File: config.mk
export PLATFORM = sky130hd
export DESIGN_NAME = mux_scan_ctrl_flat
export DESIGN_NICKNAME = d
export VERILOG_FILES = /design/src/rtl/mux_scan_ctrl_if.sv /design/src/rtl/mux_scan_ctrl.sv /design/src/flat_wrapper.sv
export SDC_FILE = /design/constraint.sdc
export NUM_CORES = 1
export LEC_CHECK = 0
export BUFFER_PORTS_ARGS = -buffer_cell sky130_fd_sc_hd__buf_2
export CAP_MARGIN = 20
export CORE_MARGIN = 1.5
export CORE_UTILIZATION = 55
export CTS_CLUSTER_DIAMETER = 150
export DETAILED_ROUTE_END_ITERATION = 10
export MAX_ROUTING_LAYER = met4
export PLACE_DENSITY = 0.77
export RECOVER_POWER = 25
export SETUP_SLACK_MARGIN = 0.02
export SLEW_MARGIN = 15
export SYNTH_ARGS = -nofsm -noshare
export SYNTH_HDL_FRONTEND = slang
export SYNTH_SLANG_ARGS = --single-unit
File: constraint.sdc
create_clock -name clk -period 6.5 [get_ports clk]
set_input_delay 0.325 -clock clk [delete_from_list [all_inputs] [get_ports clk]]
set_output_delay 0.325 -clock clk [all_outputs]
set_load 0.01 [all_outputs]
File: src/rtl/mux_scan_ctrl_if.sv
// rtl/mux_scan_ctrl_if.sv - word stream between the scan controller and its consumer
//
// Signals:
//   word_data   packed samples, bit k is the k-th sample of the word
//   word_valid  word_data holds a word
//   word_ready  consumer accepts the word when valid and ready are both high
//   word_last   qualifies word_valid, marks the final word of a scan
// Modports: master (controller side), slave (consumer side).
interface mux_scan_ctrl_if #(
    parameter int WORD_W = 32
);
    logic [WORD_W-1:0] word_data;
    logic              word_valid;
    logic              word_ready;
    logic              word_last;

    modport master (
        output word_data,
        output word_valid,
        output word_last,
        input  word_ready
    );

    modport slave (
        input  word_data,
        input  word_valid,
        input  word_last,
        output word_ready
    );
endinterface

File: src/rtl/mux_scan_ctrl.sv
// rtl/mux_scan_ctrl.sv - sweeps the select of a 512:1 registered tree and packs its output into words
//
// Optional feature macro: MUX_SCAN_ABORT_EN (adds the abort input).
//
// Ports:
//   clk        sole clock, rising edge
//   rst        synchronous, active-high reset
//   start      one-cycle scan request, honoured only in IDLE
//   first_sel  first index, sampled with start
//   last_sel   last index (inclusive), sampled with start
//   sel        registered select to the tree
//   mux_out    tree output, valid SAMPLE_LAT cycles after sel
//   word       word stream (master modport of mux_scan_ctrl_if)
//   busy       high while a scan is in progress
//   done       one-cycle pulse after the final word is accepted
//   abort      (MUX_SCAN_ABORT_EN only) discard the scan and return to IDLE
module mux_scan_ctrl #(
    parameter int SEL_W      = 9,
    parameter int WORD_W     = 32,
    parameter int SAMPLE_LAT = 0
) (
    input  logic                 clk,
    input  logic                 rst,
    input  logic                 start,
    input  logic [SEL_W-1:0]     first_sel,
    input  logic [SEL_W-1:0]     last_sel,
    output logic [SEL_W-1:0]     sel,
    input  logic                 mux_out,
    mux_scan_ctrl_if.master      word,
    output logic                 busy,
`ifdef MUX_SCAN_ABORT_EN
    input  logic                 abort,
`endif
    output logic                 done
);
    localparam int CW = $clog2(WORD_W + 1);

    typedef enum logic [1:0] {
        IDLE  = 2'd0,
        SCAN  = 2'd1,
        DRAIN = 2'd2
    } state_t;

    state_t            state, state_n;
    logic [SEL_W-1:0]  last_q;
    logic [CW-1:0]     issued_in_word, issued_n;
    logic [CW-1:0]     landed_in_word, landed_n;
    logic [WORD_W-1:0] asm_data, asm_n;
    logic              issue, final_issue, land, kill;
    logic              closed, complete, out_free, xfer, accept_last;

    // Control: which index is issued this cycle and where the FSM goes next.
    always_comb begin
        state_n     = state;
        issue       = 1'b0;
        final_issue = 1'b0;
        accept_last = word.word_valid && word.word_ready && word.word_last;
        case (state)
            IDLE:  if (start) state_n = SCAN;
            SCAN: begin
                issue       = issued_in_word < CW'(WORD_W);
                final_issue = issue && (sel == last_q);
                if (final_issue) state_n = DRAIN;
            end
            DRAIN: if (accept_last) state_n = IDLE;
            default: state_n = IDLE;
        endcase
`ifdef MUX_SCAN_ABORT_EN
        kill = abort && (state != IDLE);
`else
        kill = 1'b0;
`endif
        if (kill) state_n = IDLE;
    end

    // Marks which issues have their sample arriving this cycle.
    generate
        if (SAMPLE_LAT == 0) begin : g_lat0
            assign land = issue;
        end else begin : g_latn
            logic [SAMPLE_LAT-1:0] lat_pipe;
            always_ff @(posedge clk) begin
                if (rst || kill) lat_pipe <= '0;
                else             lat_pipe <= (lat_pipe << 1) | SAMPLE_LAT'(issue);
            end
            assign land = lat_pipe[SAMPLE_LAT-1];
        end
    endgenerate

    // Assembly: the arriving sample goes to the next free bit. A word is
    // complete once it is closed (full, or holding the final index) and
    // every sample issued into it has landed; the landing sample counts, so
    // the word can leave on the same edge its last bit arrives.
    always_comb begin
        asm_n    = asm_data;
        issued_n = issued_in_word + CW'(issue);
        landed_n = landed_in_word + CW'(land);
        for (int k = 0; k < WORD_W; k++) begin
            if (land && (landed_in_word == CW'(k))) asm_n[k] = mux_out;
        end
        closed   = (issued_n == CW'(WORD_W)) || (state == DRAIN) || final_issue;
        complete = closed && (issued_n != '0) && (landed_n == issued_n);
        out_free = !word.word_valid || word.word_ready;
        xfer     = complete && out_free;
    end

    always_ff @(posedge clk) begin
        if (rst) state <= IDLE;
        else     state <= state_n;
    end

    always_ff @(posedge clk) begin
        if (rst || kill) begin
            sel             <= '0;
            last_q          <= '0;
            issued_in_word  <= '0;
            landed_in_word  <= '0;
            asm_data        <= '0;
            word.word_data  <= '0;
            word.word_valid <= 1'b0;
            word.word_last  <= 1'b0;
            done            <= 1'b0;
        end else begin
            done <= accept_last;
            if ((state == IDLE) && start) begin
                sel    <= first_sel;
                last_q <= last_sel;
            end else if (issue) begin
                sel <= sel + SEL_W'(1);
            end
            if (xfer) begin
                word.word_data  <= asm_n;
                word.word_valid <= 1'b1;
                word.word_last  <= (state == DRAIN) || final_issue;
                asm_data        <= '0;
                issued_in_word  <= '0;
                landed_in_word  <= '0;
            end else begin
                asm_data       <= asm_n;
                issued_in_word <= issued_n;
                landed_in_word <= landed_n;
                if (word.word_ready) begin
                    word.word_valid <= 1'b0;
                    word.word_last  <= 1'b0;
                end
            end
        end
    end

    assign busy = (state != IDLE);
endmodule

File: src/flat_wrapper.sv
// flat-port wrapper written by rule: the top's interface ports become plain ports
module mux_scan_ctrl_flat 
#(
    parameter int SEL_W      = 9,
    parameter int WORD_W     = 32,
    parameter int SAMPLE_LAT = 0
)
  (clk, rst, start, first_sel, last_sel, sel, mux_out, busy, done, word_word_data, word_word_valid, word_word_last, word_word_ready);
  mux_scan_ctrl_if #(.WORD_W(WORD_W)) word_i ();
  input  logic clk;
  input  logic rst;
  input  logic start;
  input  logic [SEL_W-1:0] first_sel;
  input  logic [SEL_W-1:0] last_sel;
  output logic [SEL_W-1:0] sel;
  input  logic mux_out;
  output logic busy;
  output logic done;
  output wire logic [$bits(word_i.word_data)-1:0] word_word_data;
  output wire logic [$bits(word_i.word_valid)-1:0] word_word_valid;
  output wire logic [$bits(word_i.word_last)-1:0] word_word_last;
  input wire logic [$bits(word_i.word_ready)-1:0] word_word_ready;
  assign word_word_data = word_i.word_data;
  assign word_word_valid = word_i.word_valid;
  assign word_word_last = word_i.word_last;
  assign word_i.word_ready = word_word_ready;
  mux_scan_ctrl #(.SEL_W(SEL_W), .WORD_W(WORD_W), .SAMPLE_LAT(SAMPLE_LAT)) u_core (.clk(clk), .rst(rst), .start(start), .first_sel(first_sel), .last_sel(last_sel), .sel(sel), .mux_out(mux_out), .word(word_i), .busy(busy), .done(done));
endmodule
==> results of run 1 <==
==> synth_stat cells (all sizes together), types with 2 or more instances <==
master	instances
a211oi	5
a21oi	13
a311oi	4
a31o	2
and2	4
and3b	2
buf	16
clkbuf	19
dfxtp	99
ha	5
inv	7
mux2	34
mux2i	32
nand2	29
nand2b	2
nand3	35
nand4	8
nor2	96
nor2b	38
nor3	6
nor3b	2
nor4	5
o21ai	2
or3	2
xnor2	7
xor2	20
==> cells in the final DEF, fill, tap and decap left out, types with 4 or more instances in the layout <==
master and instances:
nand3_1 33, nor4_1 4, buf_2 32, nor2_1 96, a311oi_1 4, a211oi_1 5, nor2b_1 38, nor3_1 6
mux2_2 4, and2_1 4, xnor2_1 7, clkbuf_8 9, dfxtp_1 99, nand4_1 8, mux2i_1 32, nand2_1 29
clkbuf_1 36, mux2_4 30, ha_1 5, a21oi_1 13, inv_1 6, xor2_1 20
==> logic make-up (layout without fill, tap and decap cells) <==
logic type               after synthesis  in the layout
multiplexers                          66             66
adder cells (fa/ha/maj)                5              5
XOR/XNOR                              27             27
AND/OR/NAND/NOR                      234            234
AO/OA/AOI/OAI                         29             29
buffers and inverters                 42             93
flip-flops                            99             99
==> metal layers <==
metal | up-vias | wire length (um)
met5 | - | 0
met4 | 0 | 125
met3 | 13 | 306
met2 | 61 | 4230
met1 | 1587 | 4270
li1 | 1769 | -
==> report_power, final <==
group	switching (mW)	internal (mW)	leakage, nW
clock	0.217	0.141	0.0896
sequential	0.0196	0.621	0.802
combinational	0.0807	0.0490	1.41
==> cell type report <==
cell class              instances  area [um2]  area share
clock buffers                   9         124      0.0243
clock inverters                 7        52.6      0.0103
inverters                       7        26.3     0.00516
multi-input cells             361        2450       0.480
flip-flops and latches         99        1980       0.389
well taps                     105         131      0.0258
repair buffers                 70         330      0.0649
==> worst max-delay path by stage <==
stage	from	end
after floorplan	u_core.state[0]$_SDFFE_PP0P_	u_core.word.word_data[10]$_SDFFE_PP0P_
after global placement	u_core.state[0]$_SDFFE_PP0P_	u_core.word.word_data[19]$_SDFFE_PP0P_
after detailed placement	u_core.state[0]$_SDFFE_PP0P_	u_core.word.word_data[20]$_SDFFE_PP0P_
after CTS	u_core.state[0]$_SDFFE_PP0P_	u_core.word.word_data[20]$_SDFFE_PP0P_
after global routing	u_core.state[0]$_SDFFE_PP0P_	u_core.word.word_data[20]$_SDFFE_PP0P_
final	u_core.state[0]$_SDFFE_PP0P_	u_core.word.word_data[20]$_SDFFE_PP0P_
==> state kept, by name (all words and copies together) (netlist names) <==
name	count
u_core.last_q	9
u_core.state	2
u_core.issued_in_word	6
u_core.word.word_last	1
u_core.sel	9
u_core.word.word_valid	1
u_core.asm_data	32
u_core.done	1
u_core.word.word_data	32
u_core.landed_in_word	6
==> through the flow <==
step / std cells / setup slack (ns) / power (mW)
2_1_floorplan: 502 / 3.44 / 0.752
3_3_place_gp: 641 / 2.36 / 0.776
3_5_place_dp: 642 / 2.47 / 0.782
4_1_cts: 658 / 2.44 / 1.13
5_1_grt: 658 / 2.10 / 1.18
6_report: 658 / 2.44 / 1.13
==> critical path, delay by kind of cell, from the launching register on <==
family | cells | cell delay (ns)
xor+xnor | 2 | 0.39
fa+ha+maj | 2 | 0.54
buf+inv | 2 | 0.84
flops | 1 | 0.38
mux | 1 | 0.31
simple gates | 4 | 1.50
==> results.txt, run 1 <==
mux share of post-synthesis cell area -> 0.176
post-CTS resize count -> 0
CTS root buf -> clkbuf_8
PortBufs -> 67
synthesized area per cell -> 9.25 um2
dominant cells by area after synthesis -> dfxtp_1 43%, mux2_4 9.7%, nor2_1 7.8%
Setup Crit Path Kind -> reg -> reg
Placed Area -> 4960 um2
number of routed nets with antenna violations -> 0
worst-margin pin slew -> 3.60 ns
antenna violations before repair -> 0
Worst Hold Class -> in -> reg
vias in the first global route -> 3269
Worst slew margin -> -1.40
Final Hold Vio Count -> 0
endpoint of the worst register-to-register path -> u_core.word.word_data[20]$_SDFFE_PP0P_
area grow syn2layout -> 9.67%
largest net degree at the start of global routing -> 90
routed length per placed instance -> 13.6 um
hold_buf cts -> 0
Worst Clk Skew -> 0.0173 ns
Reg-to-Reg Start -> u_core.state[0]$_SDFFE_PP0P_
first-pass GRT wire length -> 15200 um
clock sinks -> 99
adder-cell share of the synthesized area -> 0.0135
status -> finished, violations left
static leakage -> 2.30 nW
Synth Area in Compound Gates -> 0.0412
Peak VDD IR -> 0.000138 V
Initial Utilization -> 0.565
arrival time worst endpoint -> 4.31 ns
end-of-flow core utilization -> 0.620
R2R Setup Slk -> 2.44 ns
Tcrit/Tclk final -> 0.624
worst-case reg-to-reg path depth -> 11
total wire length -> 8930 um
total congestion overflow -> 0
Synth Warn # -> 0
row count -> 33
dominant cell type by area after synthesis -> dfxtp_1
Reg clk slew, reported paths -> 0.09 ns
CP Capture Type -> register
# DRC -> 0
hold path cells -> 3
final net count -> 576
Hold Crit Endpoint -> u_core.last_q[4]$_SDFFE_PP0P_
crit path max-delay cell type -> nand3_2
Longest Clk Path Bufs -> 2
share of flip-flops with an asynchronous set or reset -> 0
Clock Latency Late Sink -> 0.37 ns
crit-path cells -> or3b_1 > inv_2 > ha_1 > ha_1 > nand3_1 > xor2_1 > xor2_1 > nor4_4 > nand3_2 > buf_16 > mux2_4
Post-Syn Instances -> 502
Post-synth EDFFs -> 0
sequential-to-total area share from yosys stat -> 0.427
Synthesized Nets -> 530
min Tclk post-route -> 4.06 ns
Final Slew Violations -> 90
FMAX -> 0.247 GHz
RSZ-0062 raised after global routing -> no
HP Start -> last_sel[4]
TritonCTS buffer count -> 9
distinct cell type count after synthesis -> 41
#FFs+latches synth -> 99
CP max FO -> 35
n_diodes -> 0
XOR/XNOR Fraction of Synth Area -> 0.0509
simple-gate share of the synthesized area -> 0.245
CTS tree -> yes
Post-CTS Setup Inserts -> 0
PD cells -> 222 nW/um2
M2 GR Usage -> 0.349
top_reg_cell synth -> dfxtp_1
CORE AREA -> 8220 um2
proportion of layout cells with a drive suffix above 1 -> 0.161
drt first pass iters -> 4
total track usage -> 0.220
WP data required -> 6.76 ns
gpl congestion -> 0.809
Die Ht -> 94.9 um
# setup viols final -> 0
post-DP HPWL -> 5960 um
mapped cell area -> 4640 um2
vias -> 3430
Max Cap Viol -> 1
drt initial violations -> 129
failing checks -> capacitance limit, slew limit
top cell type's share of synthesized area -> 0.427
startpoint types -> register
gr busiest metal -> met2
die width -> 94.9 um
IO Count -> 68
DR vias/cell -> 5.21
GR Layer Usage met3 -> 0.0378
grt met1 use -> 0.280
# fillers -> 735
post-route cell area -> 5090 um2
Largest stage delay, worst path -> 0.57 ns
H-tree depth -> 3
Min Hold Slack -> 0.187 ns
Fin Setup TNS -> 0 ns
largest family of logic cells by synthesized area -> simple AND/OR/NAND/NOR gates
die area -> 9000 um2
Power figures use the tool's default switching activity.
==> inputs of run 2 (changes only) <==
--- a/config.mk
+++ b/config.mk
@@ -8,11 +8,11 @@
 export BUFFER_PORTS_ARGS = -buffer_cell sky130_fd_sc_hd__buf_2
 export CAP_MARGIN = 20
 export CORE_MARGIN = 1.5
-export CORE_UTILIZATION = 55
+export CORE_UTILIZATION = 51
 export CTS_CLUSTER_DIAMETER = 150
 export DETAILED_ROUTE_END_ITERATION = 10
 export MAX_ROUTING_LAYER = met4
-export PLACE_DENSITY = 0.77
+export PLACE_DENSITY = 0.75
 export RECOVER_POWER = 25
 export SETUP_SLACK_MARGIN = 0.02
 export SLEW_MARGIN = 15
==> constraint.sdc (replaced) <==
create_clock -name clk -period 3.4 [get_ports clk]
set_input_delay 0.17 -clock clk [delete_from_list [all_inputs] [get_ports clk]]
set_output_delay 0.17 -clock clk [all_outputs]
set_load 0.01 [all_outputs]
==> results.txt, run 2 (synthesis results as in run 1) <==
status -> complete, no violations
WP data required -> 3.64 ns (-3.12 ns)
Reg power frac -> 0.537 (-0.031)
Net Switching -> 591 uW (+86%)
Comb power frac -> 0.108 (-0.007)
proportion of layout cells with a drive suffix above 1 -> 0.166 (+0.00483)
arrival time worst endpoint -> 3.40 ns (-0.91 ns)
DR vias/cell -> 5.29 (+1.4%)
Peak VDD IR -> 0.000216 V (+57%)
hold_buf cts -> 0 (unchanged)
CP Capture Type -> register
register area -> 1980 um2 (unchanged)
startpoint types -> register
Die Ht -> 98.4 um (+3.7%)
FMAX -> 0.316 GHz (+28%)
CTS tree -> yes
cell internal pwr -> 1.69 mW (+110%)
post-DP HPWL -> 6270 um (+5.2%)
R2R Setup Slk -> 0.23 ns (-2.21 ns)
RSZ-0062 raised after global routing -> no
routed length per placed instance -> 13.6 um (+0.45%)
total congestion overflow -> 0 (unchanged)
vias -> 3505 (+2.2%)
# setup viols final -> 0 (unchanged)
final net count -> 578 (+0.35%)
antenna violations before repair -> 0 (unchanged)
drt initial violations -> 92 (-29%)
Worst slew margin -> 0.444 (+1.84)
Setup Crit Path Kind -> reg -> reg
Final Slew Violations -> 0 (-100%)
clock network fraction of design power -> 0.354 (+0.037)
switch share -> 0.259 (-0.0221)
multi-input logic area -> 2450 um2 (unchanged)
n_diodes -> 0 (unchanged)
total track usage -> 0.197 (-0.0233)
CORE AREA -> 8760 um2 (+6.7%)
PortBufs -> 67 (unchanged)
Reg clk slew, reported paths -> 0.10 ns (about the same)
Worst Hold Class -> in -> reg
first-pass GRT wire length -> 15300 um (+0.64%)
Final Hold Vio Count -> 0 (unchanged)
Initial Utilization -> 0.530 (-0.0353)
commonest non-fill, non-tap cells in the layout -> 99 x dfxtp_1, 96 x nor2_1, 38 x nor2b_1
min Tclk post-route -> 3.17 ns (-0.888 ns)
number of routed nets with antenna violations -> 0 (unchanged)
post-CTS resize count -> 0 (unchanged)
Worst Clk Skew -> 0.0155 ns (-0.00182 ns)
die width -> 98.4 um (+3.7%)
end-of-flow core utilization -> 0.587 (-0.0330)
# DRC -> 0 (unchanged)
clock sinks -> 99 (unchanged)
row count -> 34 (+3.0%)
Fin Setup TNS -> 0 ns (unchanged)
vias in the first global route -> 3369 (+3.1%)
Tcrit/Tclk final -> 0.932 (+0.308)
Clock Latency Late Sink -> 0.36 ns (about the same)
drt first pass iters -> 4 (unchanged)
largest registers -> u_core.asm_data (32), u_core.word.word_data (32)
PD cells -> 443 nW/um2 (+100%)
H-tree depth -> 3 (unchanged)
CP max FO -> 40 (+14%)
Post-CTS Setup Inserts -> 0 (unchanged)
largest net degree at the start of global routing -> 57 (-37%)
total wire length -> 9040 um (+1.2%)
Longest Clk Path Bufs -> 2 (unchanged)
# fillers -> 797 (+8.4%)
die area -> 9690 um2 (+7.6%)
most common cell after layout, fill and taps aside -> dfxtp_1
area grow syn2layout -> 10.8%
static leakage -> 2.33 nW (+1.1%)
IO Count -> 68 (unchanged)
CTS root buf -> clkbuf_8
worst-margin pin slew -> 0.823 ns (-2.77 ns)
gpl congestion -> 0.824 (+1.9%)
Max Cap Viol -> 0 (-1)
TritonCTS buffer count -> 9 (unchanged)
-- run 2: metrics by stage --
step / hold WS, ns / worst slack, ns / power, mW / cell area [um2] / cells
finish: 0.0340 / 0.233 / 2.28 / 5140 / 663
global route: 0.0300 / 0.0632 / 2.38 / 5140 / 663
CTS: 0.0256 / 0.172 / 2.29 / 5180 / 663
detailed placement: 0.420 / 0.201 / 1.50 / 4960 / 647
global placement: 0.412 / 0.347 / 1.49 / 4960 / 647
floorplan: 0.306 / 0.338 / 1.44 / 4640 / 502
-- run 2: cell type report --
cell class	instances	area share
multi-input cells	361	0.476
clock inverters	4	0.0107
inverters	7	0.00511
well taps	108	0.0263
flip-flops and latches	99	0.385
clock buffers	12	0.0321
repair buffers	72	0.0647
-- run 2: critical path, cell delays in order, from the launching register on --
cell and delay (ns):
dfxtp_1 0.39, or3b_1 0.41, inv_2 0.16, ha_1 0.22, ha_1 0.25, nand3_1 0.10, xor2_1 0.18, xor2_1 0.21
nor4_4 0.32, a31o_1 0.29, buf_4 0.41, nor2_1 0.10
-- run 2: power by group through the flow --
stage / logic (mW) / clock network [mW] / registers [mW]
2_1_floorplan: 0.197 / 0 / 1.24
3_3_place_gp: 0.240 / 0 / 1.25
3_5_place_dp: 0.246 / 0 / 1.25
4_1_cts: 0.248 / 0.822 / 1.22
5_1_grt: 0.276 / 0.874 / 1.23
6_report: 0.247 / 0.807 / 1.22
-- run 2: worst paths after layout --
| path | depth (start not counted) | endpoint | startpoint |
|---|---|---|---|
| hold reg to reg | 2 | u_core.last_q[3]$_SDFFE_PP0P_ | u_core.last_q[3]$_SDFFE_PP0P_ |
| setup reg to reg | 11 | u_core.asm_data[29]$_SDFF_PP0_ | u_core.state[0]$_SDFFE_PP0P_ |
| hold / removal | 3 | u_core.last_q[8]$_SDFFE_PP0P_ | last_sel[8] |
| setup / recovery | 11 | u_core.asm_data[29]$_SDFF_PP0_ | u_core.state[0]$_SDFFE_PP0P_ |
-- run 2: routing by layer --
layer	global-route usage	wire, um	up-vias
met4	0.0585	209	0
met3	0.0468	361	17
met1	0.240	4210	1648
li1	-	-	1775
met2	0.325	4260	65
met5	-	0	-
==> inputs of run 3 (changes only) <==
--- a/config.mk
+++ b/config.mk
@@ -7,12 +7,14 @@
 export LEC_CHECK = 0
 export BUFFER_PORTS_ARGS = -buffer_cell sky130_fd_sc_hd__buf_2
 export CAP_MARGIN = 20
+export CELL_PAD_IN_SITES_DETAIL_PLACEMENT = 0
+export CELL_PAD_IN_SITES_GLOBAL_PLACEMENT = 1
 export CORE_MARGIN = 1.5
-export CORE_UTILIZATION = 51
+export CORE_UTILIZATION = 39
 export CTS_CLUSTER_DIAMETER = 150
 export DETAILED_ROUTE_END_ITERATION = 10
 export MAX_ROUTING_LAYER = met4
-export PLACE_DENSITY = 0.75
+export PLACE_DENSITY_LB_ADDON = 0.1
 export RECOVER_POWER = 25
 export SETUP_SLACK_MARGIN = 0.02
 export SLEW_MARGIN = 15
==> results.txt, run 3 (synthesis results as in run 1) <==
Final Total Pwr -> 2.51 mW (+10%)
Longest Clk Path Bufs -> 2 (unchanged)
Die Ht -> 112 um (+14%)
commonest non-fill, non-tap cells in the layout -> 99 x dfxtp_1, 96 x nor2_1, 38 x nor2b_1
WP buf/inv -> 2 (unchanged)
setup ws final -> 0.361 ns (+0.129 ns)
H-tree depth -> 3 (unchanged)
Post-CTS Setup Inserts -> 0 (unchanged)
IO Count -> 68 (unchanged)
Worst Clk Skew -> 0.0114 ns (-0.00415 ns)
startpoint types -> register
row count -> 39 (+15%)
Fin Setup TNS -> 0 ns (unchanged)
CP delay by family, top -> simple AND/OR/NAND/NOR gates
static leakage -> 2.38 nW (+2.0%)
Setup crit end -> u_core.asm_data[30]$_SDFF_PP0_
Reg clk slew, reported paths -> 0.07 ns (-0.03 ns)
WP data required -> 3.62 ns (-0.02 ns)
CP startpoint -> u_core.state[0]$_SDFFE_PP0P_
# setup viols final -> 0 (unchanged)
proportion of layout cells with a drive suffix above 1 -> 0.165 (-0.000595)
post-CTS resize count -> 0 (unchanged)
TritonCTS buffer count -> 9 (unchanged)
# DRC -> 12 (+12)
Worst Hold Class -> in -> reg
total track usage -> 0.168 (-0.0292)
R2R Setup Slk -> 0.36 ns (+0.13 ns)
gpl congestion -> 0.795 (-3.6%)
clock network fraction of design power -> 0.413 (+0.059)
PD cells -> 475 nW/um2 (+7.2%)
Worst slew margin -> 0.420 (-0.0232)
Max Cap Viol -> 0 (unchanged)
final net count -> 580 (+0.35%)
most common cell after layout, fill and taps aside -> dfxtp_1
Setup Crit Path Kind -> reg -> reg
crit-path cells -> or3b_1 > inv_2 > ha_1 > ha_1 > nand3_1 > xor2_1 > xor2_1 > nor4_4 > a31o_1 > buf_4 > nor2_1
first-pass GRT wire length -> 16500 um (+7.9%)
register area -> 1980 um2 (unchanged)
Placed Cells -> 684 (+5.7%)
Final Slew Violations -> 0 (unchanged)
post-DP HPWL -> 6670 um (+6.3%)
grt met1 use -> 0.220 (-0.0209)
gr busiest metal -> met2
clock sinks -> 99 (unchanged)
Net Switching -> 634 uW (+7.3%)
hold_buf cts -> 0 (unchanged)
n_diodes -> 0 (unchanged)
vias -> 3476 (-0.83%)
worst-case reg-to-reg path depth -> 11 (unchanged)
Layout Cells excl Fill -> 700 (+5.6%)
vias in the first global route -> 3421 (+1.5%)
total wire length -> 9780 um (+8.1%)
antenna violations before repair -> 0 (unchanged)
area grow syn2layout -> 14.0%
Final Hold Vio Count -> 0 (unchanged)
dpl ws -> 0.365 ns (+0.164 ns)
routed length per placed instance -> 14.0 um (+2.4%)
Reg power frac -> 0.487 (-0.050)
drt first pass iters -> 9 (+5)
die width -> 112 um (+14%)
drt initial violations -> 199 (+120%)
largest registers -> u_core.asm_data (32), u_core.word.word_data (32)
CP max FO -> 39 (-2.5%)
M2 GR Usage -> 0.258 (-0.0674)
FMAX -> 0.329 GHz (+4.2%)
Largest stage delay, worst path -> 0.42 ns (about the same)
switch share -> 0.252 (-0.00709)
GR Layer Usage met3 -> 0.0302 (-0.0166)
die area -> 12600 um2 (+30%)
RSZ-0062 raised after global routing -> no
CP Capture Type -> register
largest net degree at the start of global routing -> 42 (-26%)
PortBufs -> 67 (unchanged)
Min Hold Slack -> 0.0654 ns (+0.0314 ns)
crit path max-delay cell type -> buf_4
endpoint of the worst register-to-register path -> u_core.asm_data[30]$_SDFF_PP0_
CORE AREA -> 11500 um2 (+31%)
multi-input logic area -> 2450 um2 (unchanged)
Peak VDD IR -> 0.000199 V (-8.2%)
status -> finished, violations left
cell internal pwr -> 1.88 mW (+11%)
# fillers -> 1178 (+48%)
total congestion overflow -> 0 (unchanged)
Tcrit/Tclk final -> 0.894 (-0.0379)
Reg-to-Reg Start -> u_core.state[0]$_SDFFE_PP0P_
CTS root buf -> clkbuf_16
arrival time worst endpoint -> 3.26 ns (-0.14 ns)
Comb power frac -> 0.100 (-0.008)
min Tclk post-route -> 3.04 ns (-0.129 ns)
WP depth -> 11 (unchanged)
CTS tree -> yes
worst-margin pin slew -> 0.857 ns (+0.0344 ns)
failing checks -> DRC
Initial Utilization -> 0.403 (-0.127)
number of routed nets with antenna violations -> 0 (unchanged)
Clock Latency Late Sink -> 0.35 ns (about the same)
DR vias/cell -> 4.97 (-6.1%)
[run 3: cell types whose count changed in the layout (fill, tap and decap cells not counted)]
cell / change
buf_12: +1
buf_2: -1
buf_4: +2
buf_6: -1
clkbuf_1: +2
clkbuf_16: +9
clkbuf_8: -11
clkinv_2: +1
[run 3: area by class of cell]
type	count	share of cell area
clock buffers	11	0.0459
clock inverters	5	0.0114
inverters	7	0.00497
multi-input cells	361	0.462
flip-flops and latches	99	0.375
well taps	143	0.0338
repair buffers	74	0.0672
[run 3: power by group through the flow]
stage          combinational [mW]  sequential, mW  clock (mW)
3_3_place_gp                0.252            1.25           0
2_1_floorplan               0.197            1.24           0
4_1_cts                     0.256            1.22        1.07
3_5_place_dp                0.255            1.25           0
6_report                    0.251            1.22        1.04
5_1_grt                     0.282            1.23        1.11
[run 3: stage by stage]
step	utilization	cell area, um2
finish	0.459	5290
global route	0.459	5290
CTS	0.463	5340
detailed placement	0.437	5030
global placement	0.437	5030
floorplan	-	4640
[run 3: routing by layer]
layer,routed length [um],share of wire
met5,0,0
met4,102,0.010
met3,350,0.036
met2,4340,0.44
met1,4980,0.51
[run 3: worst reg2reg max path, cell delays in order (launching register included)]
cell and delay (ns):
dfxtp_1 0.38, or3b_1 0.40, inv_2 0.10, ha_1 0.19, ha_1 0.19, nand3_1 0.10, xor2_1 0.27, xor2_1 0.17
nor4_4 0.31, a31o_1 0.29, buf_4 0.42, nor2_1 0.12
[run 3: worst min-delay path by stage]
| stage | depth (start not counted) | from | slack [ns] | end |
|---|---|---|---|---|
| after floorplan | 2 | last_sel[0] | 0.31 | u_core.last_q[0]$_SDFFE_PP0P_ |
| after global placement | 3 | last_sel[1] | 0.41 | u_core.last_q[1]$_SDFFE_PP0P_ |
| after detailed placement | 3 | last_sel[5] | 0.42 | u_core.last_q[5]$_SDFFE_PP0P_ |
| after CTS | 3 | last_sel[1] | 0.05 | u_core.last_q[1]$_SDFFE_PP0P_ |
| after global routing | 3 | last_sel[3] | 0.07 | u_core.last_q[3]$_SDFFE_PP0P_ |
| final | 3 | last_sel[1] | 0.07 | u_core.last_q[1]$_SDFFE_PP0P_ |
